## src/rtl/sram_ctrl.sv

```systemverilog
// MEM-stage bridge to a 16-bit async SRAM: one 32-bit access is split
// into a low and a high halfword phase, stalling the pipeline meanwhile.
module sram_ctrl #(
    parameter int ADDR_W   = 18,
    parameter int WAIT_CYC = 1
) (
    input  logic              clk,
    input  logic              rst,
    input  logic              mem_rden,
    input  logic              mem_wren,
    input  logic [ADDR_W:0]   mem_addr,
    input  logic [31:0]       mem_wdata,
    input  logic [3:0]        mem_be,
    output logic [31:0]       mem_rdata,
    output logic              sram_stall,
    output logic [ADDR_W-1:0] sram_addr,
    output logic [15:0]       sram_dq_o,
    output logic              sram_dq_oe,
    input  logic [15:0]       sram_dq_i,
    output logic              sram_ce_n,
    output logic              sram_oe_n,
    output logic              sram_we_n,
    output logic              sram_lb_n,
    output logic              sram_ub_n
);

    typedef enum logic [1:0] {IDLE, LO, HI, DONE} state_t;

    localparam logic [3:0] LAST = 4'(WAIT_CYC - 1);

    state_t            state;
    state_t            state_nx;
    logic [3:0]        cnt;
    logic [ADDR_W-2:0] waddr_q;
    logic [31:0]       wdata_q;
    logic [3:0]        be_q;
    logic              wr_q;
    logic [15:0]       rd_lo;
    logic [15:0]       rd_hi;
    logic              req;
    logic              last;
    logic              unused_addr_bits;

    assign req              = mem_rden | mem_wren;
    assign last             = (cnt == LAST);
    assign mem_rdata        = {rd_hi, rd_lo};
    assign unused_addr_bits = ^mem_addr[1:0];

    always_comb begin
        state_nx   = state;
        sram_stall = 1'b0;
        sram_ce_n  = 1'b1;
        sram_oe_n  = 1'b1;
        sram_we_n  = 1'b1;
        sram_lb_n  = 1'b1;
        sram_ub_n  = 1'b1;
        sram_dq_oe = 1'b0;
        sram_dq_o  = 16'h0;
        unique case (state)
            IDLE: begin
                if (req) begin
                    sram_stall = 1'b1;
                    if (mem_wren && mem_be == 4'b0000)
                        state_nx = DONE;
                    else if (mem_wren && mem_be[1:0] == 2'b00)
                        state_nx = HI;
                    else
                        state_nx = LO;
                end
            end
            LO: begin
                sram_stall = 1'b1;
                sram_ce_n  = 1'b0;
                sram_we_n  = ~wr_q;
                sram_oe_n  = wr_q;
                sram_dq_oe = wr_q;
                sram_lb_n  = wr_q & ~be_q[0];
                sram_ub_n  = wr_q & ~be_q[1];
                sram_dq_o  = wdata_q[15:0];
                if (last)
                    state_nx = (wr_q && be_q[3:2] == 2'b00) ? DONE : HI;
            end
            HI: begin
                sram_stall = 1'b1;
                sram_ce_n  = 1'b0;
                sram_we_n  = ~wr_q;
                sram_oe_n  = wr_q;
                sram_dq_oe = wr_q;
                sram_lb_n  = wr_q & ~be_q[2];
                sram_ub_n  = wr_q & ~be_q[3];
                sram_dq_o  = wdata_q[31:16];
                if (last)
                    state_nx = DONE;
            end
            DONE: state_nx = IDLE;
            default: state_nx = IDLE;
        endcase
        // reset drops any in-flight access, so never hold the pipeline here
        if (rst)
            sram_stall = 1'b0;
    end

    always_ff @(posedge clk) begin
        if (rst) begin
            state     <= IDLE;
            cnt       <= 4'd0;
            waddr_q   <= '0;
            wdata_q   <= 32'h0;
            be_q      <= 4'h0;
            wr_q      <= 1'b0;
            rd_lo     <= 16'h0;
            rd_hi     <= 16'h0;
            sram_addr <= '0;
        end else begin
            state <= state_nx;
            if (state == IDLE && req) begin
                waddr_q <= mem_addr[ADDR_W:2];
                wdata_q <= mem_wdata;
                be_q    <= mem_be;
                wr_q    <= mem_wren;
            end
            if (state == LO || state == HI)
                cnt <= last ? 4'd0 : cnt + 4'd1;
            if (state == LO && last && !wr_q)
                rd_lo <= sram_dq_i;
            if (state == HI && last && !wr_q)
                rd_hi <= sram_dq_i;
            // address is set on phase entry and held afterwards
            if (state_nx == LO && state != LO)
                sram_addr <= {mem_addr[ADDR_W:2], 1'b0};
            if (state_nx == HI && state != HI)
                sram_addr <= {(state == IDLE) ? mem_addr[ADDR_W:2] : waddr_q, 1'b1};
        end
    end

endmodule

```

## config.mk

```make
export PLATFORM = sky130hd
export DESIGN_NAME = sram_ctrl
export DESIGN_NICKNAME = d
export VERILOG_FILES = /design/src/rtl/sram_ctrl.sv
export SDC_FILE = /design/constraint.sdc
export NUM_CORES = 1
export LEC_CHECK = 0
export ABC_AREA = 1
export CORE_UTILIZATION = 51
export CTS_CLUSTER_DIAMETER = 60
export DETAILED_ROUTE_END_ITERATION = 10
export PLACE_DENSITY = 0.87
export REMOVE_ABC_BUFFERS = 1
export SYNTH_ARGS = -nofsm -noshare
export SYNTH_HDL_FRONTEND = slang
export SYNTH_SLANG_ARGS = --single-unit
```

## constraint.sdc

```tcl
create_clock -name clk -period 5.86 [get_ports clk]
set_input_delay 1.465 -clock clk [delete_from_list [all_inputs] [get_ports clk]]
set_output_delay 1.465 -clock clk [all_outputs]
set_load 0.005 [all_outputs]
```

==> results.sh <==
export IMPL_synth_area_um2=4860
export IMPL_crit_fanout=3
export IMPL_clk_latency_ns=0.37
export IMPL_worst_slew_pin_slew_ns=1.04
export IMPL_synth_top_area_cell="dfxtp_1"
export IMPL_post_place_ws_ns=1.38
export IMPL_antenna_found_initial=0
export IMPL_ys_ff_latch=110
export IMPL_drc_errors=0
export IMPL_core_um2=9240
export IMPL_die_w_um=99.6
export IMPL_syn2layout_area_growth_pct=33.6
export IMPL_numPlacedInstances=930
export IMPL_critical_path_class="input port to output pin"
export IMPL_outcome="completed"
export IMPL_drt_iter0_drc=253
export IMPL_critPathMostFrequentCell="clkdlybuf4s50_1"
export IMPL_power_density_nw_per_um2=460
export IMPL_critPathRequiredTime_ns=4.39
export IMPL_finalCritPeriodShare_pct=76.7
export IMPL_postCtsHoldBufs=0
export IMPL_seq_area_frac_synth_pct=45.3
export IMPL_cts_setup_buffers=0
export IMPL_port_buffer_count=145
export IMPL_die_h_um=99.6
export IMPL_ff2ff_path_depth=5
export IMPL_rsz0062_at_grt="false"
export IMPL_r2r_slack_ns=2.89
export IMPL_worstPathArrival_ns=3.03
export IMPL_fin_skew_ns=0.0186
export IMPL_cts_made_buffers=9
export IMPL_ys_types=28
export IMPL_cts_tree="done"
export IMPL_ioPinCount=148
export IMPL_yosysWarnings=0
export IMPL_period_needed_ns=4.49
export IMPL_power_share_clock_pct=14.7
export IMPL_hp_class="register to register"
export IMPL_start_kind="input port"
export IMPL_hpwl_um=8430
export IMPL_vias=4904
export IMPL_cap_violations=0
export IMPL_htree_levels=3
export IMPL_syn_inst=695
export IMPL_totalWireLength_um=12500
export IMPL_fin_nets=895
export IMPL_leakagePower_nw=2.78
export IMPL_slew_limit_headroom_pct=30.3
export IMPL_routedWlPerCell_um=13.2
export IMPL_design_power_total_mw=2.99
export IMPL_cp_endpoint="sram_stall"
export IMPL_yosysTopAreaCellShare_pct=45.3
export IMPL_power_frac_comb_pct=48.3
export IMPL_slowest_delay_ns=0.56
export IMPL_clk_pin_slew_ns=0.10
export IMPL_r2r_start="state[0]"
export IMPL_worst_r2r_endpoint="rd_hi[0]"
export IMPL_slowest_stage="clkdlybuf4s50_1"
export IMPL_drive_gt1_share_pct=4.16
export IMPL_p_int_mw=1.74
export IMPL_floorplan_initialDensity_pct=52.6
export IMPL_power_switching_mw=1.25
export IMPL_cts_resized=0
export IMPL_cts_root_buffer="clkbuf_8"
export IMPL_synth_area_top_cells="dfxtp_1, o21ai_0, nor2_1, nand2_1, inv_1"
export IMPL_grt_max_degree=63
export IMPL_worstPathCellList="clkdlybuf4s50_1 > nor2_2 > nor2_4 > inv_2 > a211oi_1 > clkdlybuf4s50_1"
export IMPL_dr_pass1_iters=5
export IMPL_gp_congestion=0.766
export IMPL_seq_power_share_pct=37.0
export IMPL_finalMaxSlewViolations=0
export IMPL_grt_pass1_wl_um=21300
export IMPL_grtUsageTotal_pct=26.3
export IMPL_setup_tns_ns=0
export IMPL_post_drt_via_cell_ratio=5.18
export IMPL_hold_viol_final=0
export IMPL_clock_fmax_mhz=223
export IMPL_grt_pass1_vias=4756
export IMPL_die_area_um2=9930
export IMPL_cts_buffer_depth=2
export IMPL_rows=35
export IMPL_vdd_ir_drop_max_mv=0.246
export IMPL_setup_violations=0
export IMPL_antenna_left=0
export IMPL_stdcell_count=946
export IMPL_setup_worst_path_start="mem_wren"
export IMPL_diodes=0
export IMPL_cts_sinks=110
export IMPL_switching_share_pct=41.9
export IMPL_synth_area_per_cell_um2=6.99
export IMPL_grt_overflow=0
export IMPL_worst_slack_ns=1.37
export IMPL_end_kind="output pin"
-- cell type report --
class / instances / area, um2
well taps: 129 / 161
clock inverters: 7 / 61.3
clock buffers: 9 / 124
fillers: 773 / 2740
multi-input cells: 446 / 2110
repair buffers: 148 / 1470
inverters: 97 / 364
flip-flops and latches: 110 / 2200
-- logic make-up (layout without fill, tap and decap cells) --
kind of cell	count (synthesis)	in the layout	synth area share [%]
AOI/OAI and AO/OA	147	147	15.3
DFF	110	110	45.3
muxes	1	1	0.206
xor gates and xnor gates	2	2	0.360
buffers and inverters	139	261	11.5
adders and majority gates	8	8	2.06
and+or+nand+nor	288	288	25.4
-- critical path, delay by kind of cell --
kind / cells / cell delay, ns
buffers and inverters: 3 / 1.17
AO/OA/AOI/OAI: 1 / 0.19
AND/OR/NAND/NOR: 2 / 0.19
-- Yosys cell counts (all sizes together) --
cell type,instances
clkinv,4
a211oi,1
inv,93
nor3,1
xnor2,1
nand3,40
xor2,1
dfxtp,110
a21oi,56
mux2i,1
nand4,17
clkbuf,31
buf,11
ha,8
nor2,119
o21ai,90
nand2,111
-- worst min-delay path by stage --
stage / start / to / slack [ns] / cells after the start
floorplan: rd_hi[0] / rd_hi[0] / 0.44 / 2
CTS: rd_hi[14] / rd_hi[14] / 0.45 / 2
finish: rd_lo[5] / rd_lo[5] / 0.45 / 2
detailed placement: rd_lo[5] / rd_lo[5] / 0.44 / 2
global route: rd_lo[5] / rd_lo[5] / 0.47 / 2
global placement: rd_hi[10] / rd_hi[10] / 0.43 / 2
-- per-stage QoR --
stage                     util [%]  cell area [um2]  hold WS, ns
final                         70.3             6500        0.450
after global routing          70.3             6500        0.472
after detailed placement      68.3             6310        0.438
after global placement        68.3             6310        0.431
after floorplan                  -             4670        0.442
after CTS                     70.3             6500        0.453
-- power by group through the flow --
| stage | Sequential (mW) | Clock, mW | Combinational [mW] |
|---|---|---|---|
| 3_5_place_dp | 1.12 | 0 | 1.44 |
| 6_report | 1.11 | 0.439 | 1.44 |
| 2_1_floorplan | 1.11 | 0 | 0.824 |
| 5_1_grt | 1.13 | 0.485 | 1.63 |
| 3_3_place_gp | 1.10 | 0 | 1.39 |
| 4_1_cts | 1.10 | 0.447 | 1.45 |
-- cells in the final DEF (no fill, tap or decap), types with 2 or more instances in the layout --
master / n
inv_6: 3
inv_1: 90
clkdlybuf4s50_1: 145
o21ai_0: 89
nand2_2: 3
dfxtp_1: 110
buf_4: 3
a21oi_1: 55
clkbuf_8: 9
nand2_1: 107
nand4_1: 16
nor2_2: 3
clkinv_1: 4
nand3_1: 39
ha_1: 8
nor2_1: 114
inv_8: 2
inv_2: 3
-- state kept, by name, indices dropped and copies added (netlist names) --
signal / cells
be_q: 4
sram_addr: 18
rd_hi: 16
rd_lo: 16
waddr_q: 17
wdata_q: 32
state: 2
cnt: 4
wr_q: 1
-- per-layer routing --
layer	routed length (um)	part of all wire [%]	vias to the layer above	global-route usage, %
met5	0	0	-	0
met4	219	1.7	0	10.6
met3	779	6.2	22	4.85
met2	6200	50	191	46.6
met1	5320	43	2269	31.5
li1	-	-	2422	-
(Power assumes the default switching activity.)
